**src/rtl/noc_ep_pkg.sv**
```systemverilog
// rtl/noc_ep_pkg.sv - shared types and helpers for the multi-channel NoC endpoint
package noc_ep_pkg;

  localparam int FLIT_DATA_W = 64;
  localparam int FLIT_DEST_W = 4;

  typedef enum logic {
    IDLE,
    LOCKED
  } arb_state_e;

  typedef struct packed {
    logic [FLIT_DATA_W-1:0] data;
    logic [FLIT_DEST_W-1:0] dest;
    logic                   tail;
  } flit_t;

  // Channel addressed by a flit: low bits of the tid field sitting above tdest.
  function automatic int chan_of(input logic [FLIT_DEST_W-1:0] dest,
                                 input int tdest_width,
                                 input int num_channels);
    int v;
    v = int'(dest >> tdest_width);
    return v % num_channels;
  endfunction

endpackage

```
**src/rtl/noc_ep_flit_fifo.sv**
```systemverilog
// rtl/noc_ep_flit_fifo.sv - synchronous flit FIFO with simultaneous push/pop and sticky overflow
module noc_ep_flit_fifo #(
  parameter int DEPTH = 2,
  parameter int WIDTH = 8
) (
  input  logic             clk,
  input  logic             rst_n,
  input  logic             push,
  input  logic [WIDTH-1:0] push_data,
  input  logic             pop,
  output logic [WIDTH-1:0] head_data,
  output logic             empty,
  output logic             overflow
);

  localparam int AW = (DEPTH > 1) ? $clog2(DEPTH) : 1;
  localparam int CW = $clog2(DEPTH + 1);

  logic [WIDTH-1:0] mem [DEPTH];
  logic [AW-1:0]    wr_ptr, rd_ptr;
  logic [CW-1:0]    count;
  logic             full, do_push, do_pop;

  function automatic logic [AW-1:0] next_ptr(input logic [AW-1:0] p);
    return (p == AW'(DEPTH - 1)) ? '0 : p + 1'b1;
  endfunction

  assign full      = (count == CW'(DEPTH));
  assign empty     = (count == '0);
  assign do_pop    = pop & ~empty;
  // A pop in the same cycle frees the slot, so a push into a full FIFO is still accepted.
  assign do_push   = push & (~full | do_pop);
  assign head_data = mem[rd_ptr];

  always_ff @(posedge clk or negedge rst_n) begin
    if (!rst_n) begin
      for (int i = 0; i < DEPTH; i++) mem[i] <= '0;
      wr_ptr   <= '0;
      rd_ptr   <= '0;
      count    <= '0;
      overflow <= 1'b0;
    end else begin
      if (do_push) begin
        mem[wr_ptr] <= push_data;
        wr_ptr      <= next_ptr(wr_ptr);
      end
      if (do_pop) rd_ptr <= next_ptr(rd_ptr);
      case ({do_push, do_pop})
        2'b10:   count <= count + 1'b1;
        2'b01:   count <= count - 1'b1;
        default: count <= count;
      endcase
      if (push && !do_push) overflow <= 1'b1;
    end
  end

endmodule

```
**src/rtl/axis_noc_multi_endpoint.sv**
```systemverilog
// rtl/axis_noc_multi_endpoint.sv - multi-channel AXIS endpoint on router port 0; NOC_EP_PERF_CNT_EN adds per-channel flit counters
module axis_noc_multi_endpoint
  import noc_ep_pkg::*;
#(
  parameter int NUM_CHANNELS      = 4,
  parameter int TDATA_WIDTH       = 64,
  parameter int TID_WIDTH         = 2,
  parameter int TDEST_WIDTH       = 2,
  parameter int DEST_WIDTH        = TID_WIDTH + TDEST_WIDTH,
  parameter int FLIT_BUFFER_DEPTH = 2
) (
  input  logic                                      clk_noc,
  input  logic                                      rst_n,
  input  logic [0:NUM_CHANNELS-1]                   axis_in_tvalid,
  output logic [0:NUM_CHANNELS-1]                   axis_in_tready,
  input  logic [0:NUM_CHANNELS-1][TDATA_WIDTH-1:0]  axis_in_tdata,
  input  logic [0:NUM_CHANNELS-1]                   axis_in_tlast,
  input  logic [0:NUM_CHANNELS-1][TID_WIDTH-1:0]    axis_in_tid,
  input  logic [0:NUM_CHANNELS-1][TDEST_WIDTH-1:0]  axis_in_tdest,
  output logic [0:NUM_CHANNELS-1]                   axis_out_tvalid,
  input  logic [0:NUM_CHANNELS-1]                   axis_out_tready,
  output logic [TDATA_WIDTH-1:0]                    axis_out_tdata,
  output logic                                      axis_out_tlast,
  output logic [TID_WIDTH-1:0]                      axis_out_tid,
  output logic [TDEST_WIDTH-1:0]                    axis_out_tdest,
  output logic [TDATA_WIDTH-1:0]                    data_out,
  output logic [DEST_WIDTH-1:0]                     dest_out,
  output logic                                      is_tail_out,
  output logic                                      send_out,
  input  logic                                      credit_in,
  input  logic [TDATA_WIDTH-1:0]                    data_in,
  input  logic [DEST_WIDTH-1:0]                     dest_in,
  input  logic                                      is_tail_in,
  input  logic                                      send_in,
  output logic                                      credit_out,
  output logic                                      err_credit_overflow,
  output logic                                      err_eject_overflow
`ifdef NOC_EP_PERF_CNT_EN
  ,
  output logic [0:NUM_CHANNELS-1][31:0]             perf_inj_flits,
  output logic [0:NUM_CHANNELS-1][31:0]             perf_ej_flits
`endif
);

  localparam int CHW = (NUM_CHANNELS > 1) ? $clog2(NUM_CHANNELS) : 1;
  localparam int CRW = $clog2(FLIT_BUFFER_DEPTH + 1);

  arb_state_e     state_q, state_d;
  logic [CHW-1:0] rr_ptr_q, rr_ptr_d, lock_ch_q, lock_ch_d, grant_ch;
  logic           grant_valid, xfer, grant_last;
  logic [CRW-1:0] credits_q;
  logic           credit_ok;

  function automatic logic [CHW-1:0] next_ch(input logic [CHW-1:0] c);
    return CHW'((int'(c) + 1) % NUM_CHANNELS);
  endfunction

  assign credit_ok  = (credits_q != '0);
  assign grant_last = axis_in_tlast[grant_ch];
  assign xfer       = grant_valid & axis_in_tvalid[grant_ch] & credit_ok;

  always_ff @(posedge clk_noc or negedge rst_n) begin
    if (!rst_n) begin
      state_q   <= IDLE;
      rr_ptr_q  <= '0;
      lock_ch_q <= '0;
    end else begin
      state_q   <= state_d;
      rr_ptr_q  <= rr_ptr_d;
      lock_ch_q <= lock_ch_d;
    end
  end

  always_comb begin
    int idx;
    grant_ch    = lock_ch_q;
    grant_valid = 1'b0;
    state_d     = state_q;
    rr_ptr_d    = rr_ptr_q;
    lock_ch_d   = lock_ch_q;
    idx         = 0;
    case (state_q)
      IDLE: begin
        // Scan from the farthest offset down so the nearest valid channel wins.
        for (int i = NUM_CHANNELS - 1; i >= 0; i--) begin
          idx = (int'(rr_ptr_q) + i) % NUM_CHANNELS;
          if (axis_in_tvalid[idx]) begin
            grant_ch    = CHW'(idx);
            grant_valid = 1'b1;
          end
        end
        if (grant_valid) begin
          if (xfer && grant_last) begin
            rr_ptr_d = next_ch(grant_ch);
          end else begin
            state_d   = LOCKED;
            lock_ch_d = grant_ch;
          end
        end
      end
      LOCKED: begin
        grant_valid = 1'b1;
        if (xfer && grant_last) begin
          state_d  = IDLE;
          rr_ptr_d = next_ch(lock_ch_q);
        end
      end
      default: state_d = IDLE;
    endcase
  end

  always_comb begin
    for (int c = 0; c < NUM_CHANNELS; c++)
      axis_in_tready[c] = rst_n & grant_valid & (grant_ch == CHW'(c)) & credit_ok;
  end

  always_ff @(posedge clk_noc or negedge rst_n) begin
    if (!rst_n) begin
      send_out    <= 1'b0;
      data_out    <= '0;
      dest_out    <= '0;
      is_tail_out <= 1'b0;
    end else begin
      send_out <= xfer;
      if (xfer) begin
        data_out    <= axis_in_tdata[grant_ch];
        dest_out    <= {axis_in_tid[grant_ch], axis_in_tdest[grant_ch]};
        is_tail_out <= grant_last;
      end
    end
  end

  always_ff @(posedge clk_noc or negedge rst_n) begin
    if (!rst_n) begin
      credits_q           <= CRW'(FLIT_BUFFER_DEPTH);
      err_credit_overflow <= 1'b0;
    end else begin
      case ({xfer, credit_in})
        2'b10: credits_q <= credits_q - 1'b1;
        2'b01: begin
          if (credits_q == CRW'(FLIT_BUFFER_DEPTH)) err_credit_overflow <= 1'b1;
          else credits_q <= credits_q + 1'b1;
        end
        default: credits_q <= credits_q;
      endcase
    end
  end

  flit_t          push_flit, head_flit;
  logic           ej_empty, ej_pop;
  logic [CHW-1:0] head_ch;

  always_comb begin
    push_flit      = '0;
    push_flit.data = FLIT_DATA_W'(data_in);
    push_flit.dest = FLIT_DEST_W'(dest_in);
    push_flit.tail = is_tail_in;
  end

  noc_ep_flit_fifo #(
    .DEPTH (FLIT_BUFFER_DEPTH),
    .WIDTH ($bits(flit_t))
  ) u_eject_fifo (
    .clk       (clk_noc),
    .rst_n     (rst_n),
    .push      (send_in),
    .push_data (push_flit),
    .pop       (ej_pop),
    .head_data (head_flit),
    .empty     (ej_empty),
    .overflow  (err_eject_overflow)
  );

  assign head_ch        = CHW'(chan_of(head_flit.dest, TDEST_WIDTH, NUM_CHANNELS));
  assign ej_pop         = ~ej_empty & axis_out_tready[head_ch];
  assign axis_out_tdata = head_flit.data[TDATA_WIDTH-1:0];
  assign axis_out_tlast = head_flit.tail;
  assign axis_out_tid   = head_flit.dest[DEST_WIDTH-1:TDEST_WIDTH];
  assign axis_out_tdest = head_flit.dest[TDEST_WIDTH-1:0];

  always_comb begin
    for (int c = 0; c < NUM_CHANNELS; c++)
      axis_out_tvalid[c] = ~ej_empty & (head_ch == CHW'(c));
  end

  // Each popped slot is returned to the router one cycle later.
  always_ff @(posedge clk_noc or negedge rst_n) begin
    if (!rst_n) credit_out <= 1'b0;
    else        credit_out <= ej_pop;
  end

`ifdef NOC_EP_PERF_CNT_EN
  always_ff @(posedge clk_noc or negedge rst_n) begin
    if (!rst_n) begin
      perf_inj_flits <= '0;
      perf_ej_flits  <= '0;
    end else begin
      for (int c = 0; c < NUM_CHANNELS; c++) begin
        if (xfer && grant_ch == CHW'(c))  perf_inj_flits[c] <= perf_inj_flits[c] + 32'd1;
        if (ej_pop && head_ch == CHW'(c)) perf_ej_flits[c]  <= perf_ej_flits[c] + 32'd1;
      end
    end
  end
`endif

endmodule

```
**config.mk**
```make
export PLATFORM = sky130hd
export DESIGN_NAME = axis_noc_multi_endpoint
export DESIGN_NICKNAME = d
export VERILOG_FILES = /design/src/rtl/noc_ep_pkg.sv /design/src/rtl/noc_ep_flit_fifo.sv /design/src/rtl/axis_noc_multi_endpoint.sv
export SDC_FILE = /design/constraint.sdc
export NUM_CORES = 1
export LEC_CHECK = 0
export CORE_AREA = 2 2 198 200
export CTS_CLUSTER_SIZE = 24
export DETAILED_ROUTE_END_ITERATION = 10
export DIE_AREA = 0 0 200 202
export PLACE_DENSITY_LB_ADDON = 0.15
export SLEW_MARGIN = 5
export SYNTH_ARGS = -nofsm -noshare
export SYNTH_HDL_FRONTEND = slang
export SYNTH_HIERARCHICAL = 1
export SYNTH_SLANG_ARGS = --single-unit
```
**constraint.sdc**
```tcl
create_clock -name clk_noc -period 2.9 [get_ports clk_noc]
set_clock_uncertainty 0.1 [all_clocks]
set_input_delay 0.435 -clock clk_noc [delete_from_list [all_inputs] [get_ports clk_noc]]
set_output_delay 0.435 -clock clk_noc [all_outputs]
set_load 0.02 [all_outputs]
```
; Yosys cells after proc, flatten, opt, wreduce, memory -nomap -nowiden
; Cells that the tools add are included.
[classes]
addsub = 11
mul = 0
n_div = 0
magnitude_cmp = 9
eq_ne = 16
n_shift = 0
muxes = 60
bitwise_logic = 34
reduce_logical = 17
[ops]
columns = op, count
row1 = two-way mux 69 bit, 4
row2 = bitwise mux 138 bit, 1
row3 = binary-select mux 64 bit (select 2 bit), 1
row4 = >= comparator 32 x 3 -> 1 bit (second input constant), 4
row5 = two-way mux 64 bit, 2
row6 = inverter 32 bit, 3
row7 = demux 69 bit (select 1 bit), 1
row8 = inverter 2 -> 32 bit, 1
row9 = two-way mux 2 bit, 14
row10 = two-way mux 1 bit, 23
row11 = AND 1 bit, 18
row12 = == test 2 bit (second input constant), 8
row13 = binary-select mux 1 bit (select 2 bit), 7
row14 = case mux 2 bit (2 select lines), 3
row15 = adder 2 x 1 -> 2 bit (second input constant), 5
row16 = binary-select mux 2 bit (select 2 bit), 2
row17 = == test 2 x 1 -> 1 bit (second input constant), 4
row18 = >= comparator 3 bit (second input constant), 2
row19 = zero test 2 bit, 3
row20 = inequality test 2 bit (second input constant), 3
row21 = inverter 2 -> 3 bit, 2
row22 = AND reduction 3 bit, 2
row23 = nonzero test 2 bit, 3
row24 = OR reduction 2 bit, 3
row25 = other kinds (14), 28
[word_totals]
reg_bits = 222
latchBits = 0
ramBits = 0
rom_bits = 0
out_inout_bits = 150
word_cells = 163
mem_count = 0

; Depth between registers and ports, before layout
; Gate-level depths: netlist of the first run.
[logic_depth]
ltp_word = 23
depth_mapped = 11

; Cells and area by module
; The synthesis of the first run kept the hierarchy.
[modules_own_cells]
columns = module, n_inst, cells_per_inst, area_each_um2
row1 = noc_ep_flit_fifo, 1, 387, 6149.6
row2 = axis_noc_multi_endpoint, 1, 711, 5521.5

; Worst setup path before layout of the first run
; No wires, ideal clock.
[synth_path]
path_kind = register to register
from = register u_eject_fifo.rd_ptr
to = register u_eject_fifo/mem[87] (netlist name)
t_arrival_ns = 2.900
required_ns = 2.673
slack_ns = -0.227
path_stages_with_launch = 11
n_path_buf = 4
synth_period_minus_slack_ns = 3.127
path_cell_list = dfrtp_1 -> clkbuf_1 -> clkbuf_1 -> mux2_2 -> mux4_2 -> nor2b_1 -> nor3b_4 -> nor3b_2 -> buf_4 -> buf_6 -> mux2_1
[synth_via]
elab_chain_len = 12
[synth_rtl]
columns = item, line_no
row1 = start: declaration, noc_ep_flit_fifo.sv:20  ; logic [AW-1:0] wr_ptr, rd_ptr;
row2 = start signal: assignment, noc_ep_flit_fifo.sv:47  ; if (do_pop) rd_ptr <= next_ptr(rd_ptr);
row3 = inverter 1 -> 2 bit (not written as such), noc_ep_flit_fifo.sv:33  ; assign head_data = mem[rd_ptr];
row4 = two-way mux 69 bit (not written as such) (3 in series), noc_ep_flit_fifo.sv:33
row5 = via axis_out_tid[0], axis_noc_multi_endpoint.sv:24  ; output logic [TID_WIDTH-1:0] axis_out_tid,
row6 = inverter 2 -> 3 bit (not written as such), axis_noc_multi_endpoint.sv:175  ; assign ej_pop = ~ej_empty & axis_out_tready[head_ch];
row7 = binary-select mux 1 bit (select 2 bit), axis_noc_multi_endpoint.sv:175
row8 = two-way mux 1 bit (not written as such) (2 in series), axis_noc_multi_endpoint.sv:175
row9 = AND 1 bit, axis_noc_multi_endpoint.sv:175
row10 = via ej_pop, axis_noc_multi_endpoint.sv:150  ; logic ej_empty, ej_pop;
row11 = AND 1 bit, noc_ep_flit_fifo.sv:30  ; assign do_pop = pop & ~empty;
row12 = bitwise OR 1 bit, noc_ep_flit_fifo.sv:32  ; assign do_push = push & (~full | do_pop);
row13 = AND 1 bit, noc_ep_flit_fifo.sv:32
row14 = end signal: indexed assignment, noc_ep_flit_fifo.sv:44  ; mem[wr_ptr] <= push_data;
row15 = end: declaration, noc_ep_flit_fifo.sv:19  ; logic [WIDTH-1:0] mem [DEPTH];
; The timed path passes the listed nets, and every way through them passes these cells. The select of a mux whose other input is x is not followed.
; A chain may end at the register's enable or synchronous reset.

; Final worst setup path of the first run
[layout_path]
from = register rr_ptr_q[1]
to = output axis_in_tready[0] (netlist name)
[layout_via]
elab_chain_len = 14
[layout_rtl]
columns = item, line_no
row1 = start: declaration, axis_noc_multi_endpoint.sv:49  ; logic [CHW-1:0] rr_ptr_q, rr_ptr_d, lock_ch_q, lock_ch_d, grant_ch;
row2 = start signal: assignment, axis_noc_multi_endpoint.sv:69  ; rr_ptr_q <= rr_ptr_d;
row3 = adder 2 bit, axis_noc_multi_endpoint.sv:86  ; idx = (int'(rr_ptr_q) + i) % NUM_CHANNELS;
row4 = inverter 32 bit (not written as such), axis_noc_multi_endpoint.sv:87  ; if (axis_in_tvalid[idx]) begin
row5 = binary-select mux 1 bit (select 2 bit), axis_noc_multi_endpoint.sv:87
row6 = two-way mux 1 bit (not written as such) (2 in series), axis_noc_multi_endpoint.sv:87
row7 = two-way mux 1 bit / two-way mux 2 bit (equally long branches) (4 in series), axis_noc_multi_endpoint.sv:87
row8 = two-way mux 1 bit / two-way mux 2 bit (equally long branches), axis_noc_multi_endpoint.sv:82  ; case (state_q)
row9 = case mux 1 bit (2 select lines) / two-way mux 2 bit (equally long branches), axis_noc_multi_endpoint.sv:82
row10 = AND 1 bit / zero test 2 bit (equally long branches), axis_noc_multi_endpoint.sv:114  ; axis_in_tready[c] = rst_n & grant_valid & (grant_ch == CHW'(c)) & credit_ok;
row11 = AND 1 bit * (2 in series), axis_noc_multi_endpoint.sv:114
row12 = end: declaration, axis_noc_multi_endpoint.sv:15  ; output logic [0:NUM_CHANNELS-1] axis_in_tready,
; Every way passes the cells marked *; elsewhere a longest branch is shown, timed or not. The select of a mux whose other input is x is not followed.

==> results of run 1 <==
[cells in the mapped netlist (all sizes together) (2+ instances only)]
| cell type | n |
|---|---|
| nand2b | 4 |
| a21o | 70 |
| a221oi | 2 |
| nor3 | 3 |
| xor2 | 2 |
| nor2b | 4 |
| and3 | 74 |
| or3 | 2 |
| nand3b | 2 |
| dfrtp | 221 |
| buf | 47 |
| nand2 | 280 |
| o21ai | 2 |
| mux2 | 212 |
| nor3b | 5 |
| nor2 | 10 |
| clkbuf | 42 |
| nand3 | 2 |
| a311oi | 69 |
| o211ai | 3 |
| xnor2 | 3 |
| mux2i | 3 |
| ha | 5 |
| inv | 7 |
| or3b | 2 |
[state kept, by name (all words and copies together), names as in the netlist]
name,count
data_out,64
credits_q,2
rr_ptr_q,2
u_eject_fifo/overflow,1
credit_out,1
state_q,1
u_eject_fifo/wr_ptr,1
u_eject_fifo/mem,138
is_tail_out,1
err_credit_overflow,1
send_out,1
dest_out,4
u_eject_fifo/count,2
lock_ch_q,2
u_eject_fifo/rd_ptr,1
[per-layer routing]
layer / global-route usage, % / part of all wire, %
met1: 23.8 / 40
met2: 34.9 / 49
met3: 5.59 / 8.1
met4: 4.89 / 2.2
met5: 0 / 0.064
[cells by family (layout without fill, tap and decap cells)]
family	Yosys count	in the layout	share of synthesized area [%]
adders and majority gates	5	5	0.536
AOI/OAI and AO/OA	158	158	11.3
buffers and inverters	96	648	3.88
and+or+nand+nor	396	396	15.4
xor gates and xnor gates	5	5	0.375
DFF	222	222	47.6
other	0	2	0
muxes	216	216	20.9
[power groups by stage]
stage	Sequential, mW	Clock (mW)	Combinational, mW
3_3_place_gp	5.56	0	14.3
5_1_grt	5.82	3.59	16.0
6_report	5.61	3.34	14.9
3_5_place_dp	5.64	0	14.4
2_1_floorplan	6.02	0	7.90
4_1_cts	5.62	3.47	14.8
[what timing repair did]
item	in CTS	in global routing
setup endpoints to repair	61	78
setup buffers	5	1
hold endpoints to repair	1	0
cloned	0	2
hold buffers	1	0
gates resized for setup	56	15
pin swaps	8	2
[per-stage QoR]
step | setup TNS [ps] | instances
after CTS | -547 | 2165
after global routing | -7700 | 2168
after global placement | -28750 | 2112
after detailed placement | -32310 | 2112
after floorplan | 0 | 1098
final | -241 | 2170
[final timing paths]
path | start | end | slack, ps | cells past startpoint
max in group asynchronous | rst_n | dest_out[3] | 1300 | 4
max reg2reg | rr_ptr_q[1] | lock_ch_q[0] | 0 | 12
min | rst_n | data_out[1] | 210 | 2
max | rr_ptr_q[1] | axis_in_tready[0] | -70 | 9
min in group clk_noc | data_out[27] | data_out[27] | 370 | 1
min reg2reg | data_out[27] | data_out[27] | 370 | 1
[cells in the final DEF (no fill, tap or decap), types with 3 or more instances in the layout]
cell,count
a21o_1,70
a311oi_1,57
a311oi_2,12
and3_1,70
and3_4,4
buf_12,17
buf_4,57
buf_6,11
clkbuf_1,8
clkbuf_16,31
clkbuf_8,5
clkdlybuf4s50_1,499
clkinv_2,3
dfrtp_1,218
dfrtp_2,3
ha_4,3
inv_1,5
mux2_1,24
mux2_2,187
nand2_1,280
nand2b_1,3
nor2_1,8
nor2b_1,3
nor3_1,3
nor3b_1,3
xnor2_1,3
[layout make-up]
| class | instances | area [sq um] | area share [%] |
|---|---|---|---|
| Multi-Input combinational cell | 780 | 5860 | 30.8 |
| Tap cell | 518 | 648 | 3.40 |
| Antenna cell | 2 | 5.00 | 0.0263 |
| Clock buffer | 42 | 825 | 4.33 |
| Clock inverter | 6 | 60.1 | 0.315 |
| Timing Repair Buffer | 593 | 6060 | 31.8 |
| Inverter | 7 | 33.8 | 0.177 |
| Sequential cell | 222 | 5560 | 29.2 |
==> impl_metrics.csv, run 1 <==
group,metric,value,unit
logic_synthesis,synth_area_leaders,"dfrtp_1 47%, mux2_2 18%, nand2_1 9.0%, a311oi_1 5.1%, a21o_1 4.5%",
placement,finalWeightedCongestion,0.858,
critical_path,crit_path_max_incr_delay,460,ps
logic_synthesis,ys_ff_latch,222,
grt,antenna_found_initial,4,
placement,portBuffers,506,
power_and_ir_drop,p_leak,8.31,nW
timing,worstMarginPinSlew,887,ps
detailed_routing,drc,0,
power_and_ir_drop,p_sw_share,40.1,%
logic_synthesis,synth-edff-count,0,
logic_synthesis,yosysWarnings,6,
grt,grt_overflow_total,0,
run_status,status,"finished, violations left",
layout,drive_gt1_share,21.7,%
placement,place_area,0.0178,sq mm
timing,slew_headroom,40.9,%
floorplan,core_area,0.0383,sq mm
detailed_routing,drt-initial-drc-count,603,
layout,final_cell_area,0.0190,sq mm
logic_synthesis,yosysTopAreaCell,"dfrtp_1",
power_and_ir_drop,power_density,1250,mW/mm^2
grt,grt_pass1_wl,62800,um
cts,cts.sinks,222,
cts,clkTransAtPathRegs,60,ps
layout,fillers,3548,
logic_synthesis,synth_cell_types,59,
detailed_routing,num_vias,10500,
floorplan,ios,507,
layout,fin_nets,1994,
logic_synthesis,synth.top_cell.area_share,47.4,%
critical_path,timing.critical_path.mode_cell,"buf_6",
critical_path,crit_type,"flop to primary output",
timing,layout_setup_ws,-70.4,ps
floorplan,die_w,200,um
detailed_routing,ant_nets,0,
power_and_ir_drop,combPwrFrac,62.5,%
timing,fmax,337,MHz
timing,setup_viol_count_final,5,
layout,post-route-util,49.8,%
detailed_routing,dr.pass1.iters,4,
timing,period_minus_slack,2970,ps
logic_synthesis,yosys_most_used_dff,"dfrtp_1",
critical_path,critical_path.slowest_cell,"dfrtp_2",
power_and_ir_drop,total_power,23.9,mW
critical_path,cp_max_fo,5,
timing,holdWs,213,ps
logic_synthesis,syn-num-nets,1460,
floorplan,start_util,30.5,%
run,max_cap_violations,0,
logic_synthesis,async_flop_share,100,%
critical_path,crit_family,"compound AO/OA/AOI/OAI gates",
placement,dp_worst_setup_slack,-581,ps
layout,area_delta_synth_final,63.2,%
critical_path,critical_path_arrival,2440,ps
power_and_ir_drop,internal-power,14.3,mW
critical_path,crit_path_cell_trace,"buf_6 -> nand3b_1 -> a311oi_2 -> o31ai_4 -> buf_6 -> inv_8 -> ha_4 -> and3_4 -> buf_6",
cts,htree_levels,1,
timing,finalHoldViolCount,0,
logic_synthesis,ys_seq_area_share,47.6,%
detailed_routing,wl,42200,um
detailed_routing,viasPerCell,4.86,
worst_hold_path,hold_class,"input port to async pin",
floorplan,row_count,72,
critical_path,start_kind,"flop",
power_and_ir_drop,p_sw,9.56,mW
floorplan,die_h,202,um
critical_path,end_kind,"primary output",
run_status,failed_checks,"setup timing",
grt,grt_max_degree,151,
cts,cts_root_buf,"clkbuf_16",
logic_synthesis,netlist_instances,1098,
power_and_ir_drop,vdd_drop_max,0.836,mV
critical_path,crit_buf_inv,4,
logic_synthesis,syn_area,0.0117,sq mm
cts,clockBufferDepth,3,
cts,cts_tree,"yes",
cts,cts_buffers,28,
timing,maxSlewViolCount,0,
power_and_ir_drop,power_frac_seq,23.5,%
floorplan,die_area,0.0404,sq mm
grt,grtUsageTotal,19.9,%
power_and_ir_drop,clockPowerShare,14.0,%
placement,dp_hpwl,31200,um
cts,clk_latency,540,ps
critical_path,required,2370,ps
timing,finalCritPeriodShare,102,%
timing,rsz0062_at_grt,"yes",
logic_synthesis,syn_avg_cell_area,10.6,sq um
detailed_routing,wl_per_cell,19.4,um
grt,grt_pass1_vias,11100,
Note: power is estimated with default switching activity, not from simulation.
==> inputs of run 2 (changes only) <==
Settings changed: CORE_AREA 2 2 198 200 to 2 2 199 201, DIE_AREA 0 0 200 202 to 0 0 201 203, DONT_BUFFER_PORTS from default to 1.
==> impl_metrics.csv, run 2 (synthesis gave the netlist of run 1 again) <==
group,metric,value,unit
detailed_routing,drc,0,
detailed_routing,wl_per_cell,22.7,um
timing,period_minus_slack,2950,ps
cts,clkTransAtPathRegs,50,ps
floorplan,die_h,203,um
cts,cts_tree,"yes",
grt,grt_pass1_wl,58300,um
floorplan,core_area,0.0385,sq mm
run_status,status,"finished, violations left",
critical_path,end_kind,"primary output",
detailed_routing,viasPerCell,5.18,
placement,portBuffers,0,
critical_path,regToRegSetupSlack,40,ps
worst_hold_path,hold_class,"input port to async pin",
detailed_routing,dr.pass1.iters,4,
timing,slew_headroom,51.6,%
timing,finalHoldViolCount,222,
floorplan,row_count,72,
critical_path,r2r_cells,11,
grt,grt_max_degree,227,
timing,finalSetupTns,-170,ps
detailed_routing,wl,39500,um
critical_path,crit_type,"flop to primary output",
floorplan,die_area,0.0408,sq mm
cts,htree_levels,1,
grt,grt_overflow_total,0,
placement,finalWeightedCongestion,0.831,
timing,fmax,339,MHz
floorplan,die_w,201,um
floorplan,start_util,30.3,%
cts,cts_root_buf,"clkbuf_16",
layout,final_cell_mix,"280 x nand2_1, 218 x dfrtp_1, 187 x mux2_2, 71 x dlygate4sd3_1",
layout,largest-register,"u_eject_fifo/mem",
layout,diodes,0,
timing,holdWs,-485,ps
layout,largestRegisters,"u_eject_fifo/mem x138, data_out x64, dest_out x4",
power_and_ir_drop,total_power,22.0,mW
floorplan,ios,507,
grt,grt_pass1_vias,9523,
timing,finalCritPeriodShare,102,%
critical_path,required,2370,ps
cts,clockBufferDepth,3,
run_status,failed_checks,"hold timing, setup timing",
detailed_routing,drt-initial-drc-count,458,
layout,final_common_cell,"nand2_1",
cts,holdBufCountCts,71,
cts,cts_buffers,27,
timing,maxSlewViolCount,0,
critical_path,cp_max_fo,6,
critical_path,critical_path_arrival,2420,ps
detailed_routing,ant_nets,0,
timing,layout_setup_ws,-50.1,ps
placement,dp_hpwl,27000,um
cts,clk_latency,520,ps
critical_path,reg2reg_to,"data_out[62]",
grt,grtUsageTotal,18.2,%
layout,area_delta_synth_final,26.9,%
placement,dp_worst_setup_slack,96.4,ps
run,max_cap_violations,0,
power_and_ir_drop,power_density,1480,mW/mm^2
critical_path,timing.rr.start,"rr_ptr_q[1]",
layout,fin_nets,1559,
critical_path,start_kind,"flop",
power_and_ir_drop,p_leak,6.69,nW
power_and_ir_drop,vdd_drop_max,0.941,mV
timing,setup_viol_count_final,4,
timing,rsz0062_at_grt,"yes",
grt,antenna_found_initial,1,
cts,cts.sinks,222,
layout,largest_reg_flops,138,
layout,drive_gt1_share,28.9,%
timing,worstMarginPinSlew,725,ps
detailed_routing,num_vias,8991,
## run 2: cell count changes in the layout (fill, tap and decap cells not counted), moves of 3 or more
cell             delta
clkdlybuf4s50_1   -499
dlygate4sd3_1      +70
buf_4               -5
bufbuf_16           +5
a311oi_1            +4
a311oi_2            -4
clkbuf_8            +3
## run 2: worst max-delay path: stages (launching register included)
cell,delay [ps]
dfrtp_2,370
buf_6,130
mux2i_4,280
o211ai_1,190
o41a_4,430
inv_4,110
ha_1,160
and3_4,220
## run 2: worst max-delay path by stage
stage,to,start,cells after the start,slack (ps)
after floorplan,u_eject_fifo/mem[58],u_eject_fifo/rd_ptr,10,40
final,axis_in_tready[1],rr_ptr_q[1],7,-50
after CTS,axis_in_tready[3],rr_ptr_q[1],8,-80
after global routing,axis_in_tready[1],rr_ptr_q[1],7,-150
after global placement,data_out[2],rr_ptr_q[0],9,80
after detailed placement,data_out[2],rr_ptr_q[1],9,100
## run 2: final cells by class
class | count | area [sq um]
repair buffers | 159 | 1820
fillers | 3797 | 23700
inverters | 7 | 31.3
multi-input cells | 780 | 5850
clock inverters | 4 | 73.8
well taps | 518 | 648
flip-flops and latches | 222 | 5560
clock buffers | 45 | 823
## run 2: power breakdown
group          total [mW]  internal (mW)  switching (mW)
Sequential           6.45           4.75            1.70
Clock                3.38           2.10            1.29
Combinational        12.1           5.79            6.35
## run 2: repair_timing
action | in CTS | in global routing
setup endpoints to repair | 4 | 34
cloned | 5 | 5
resized for setup | 32 | 16
hold endpoints to repair | 364 | 222
buffers inserted | 22 | 7
pin swaps | 3 | 5
## run 2: stage by stage
| step | instance area [sq um] | std cells | util [%] |
|---|---|---|---|
| final | 14800 | 1735 | 38.5 |
| after global routing | 14800 | 1735 | 38.5 |
| after CTS | 14600 | 1723 | 37.9 |
| after detailed placement | 12500 | 1576 | 32.4 |
| after global placement | 12500 | 1576 | 32.4 |
| after floorplan | 11700 | 1098 | - |
## run 2: layer usage
metal / routed length, um / vias to the layer above / global-route usage (%) / share of wire (%)
met5: 16 / - / 0 / 0.041
met4: 1250 / 2 / 6.27 / 3.2
met3: 2600 / 69 / 3.98 / 6.6
met2: 19800 / 380 / 31.9 / 50
met1: 15800 / 4418 / 22.1 / 40
li1: - / 4122 / - / -
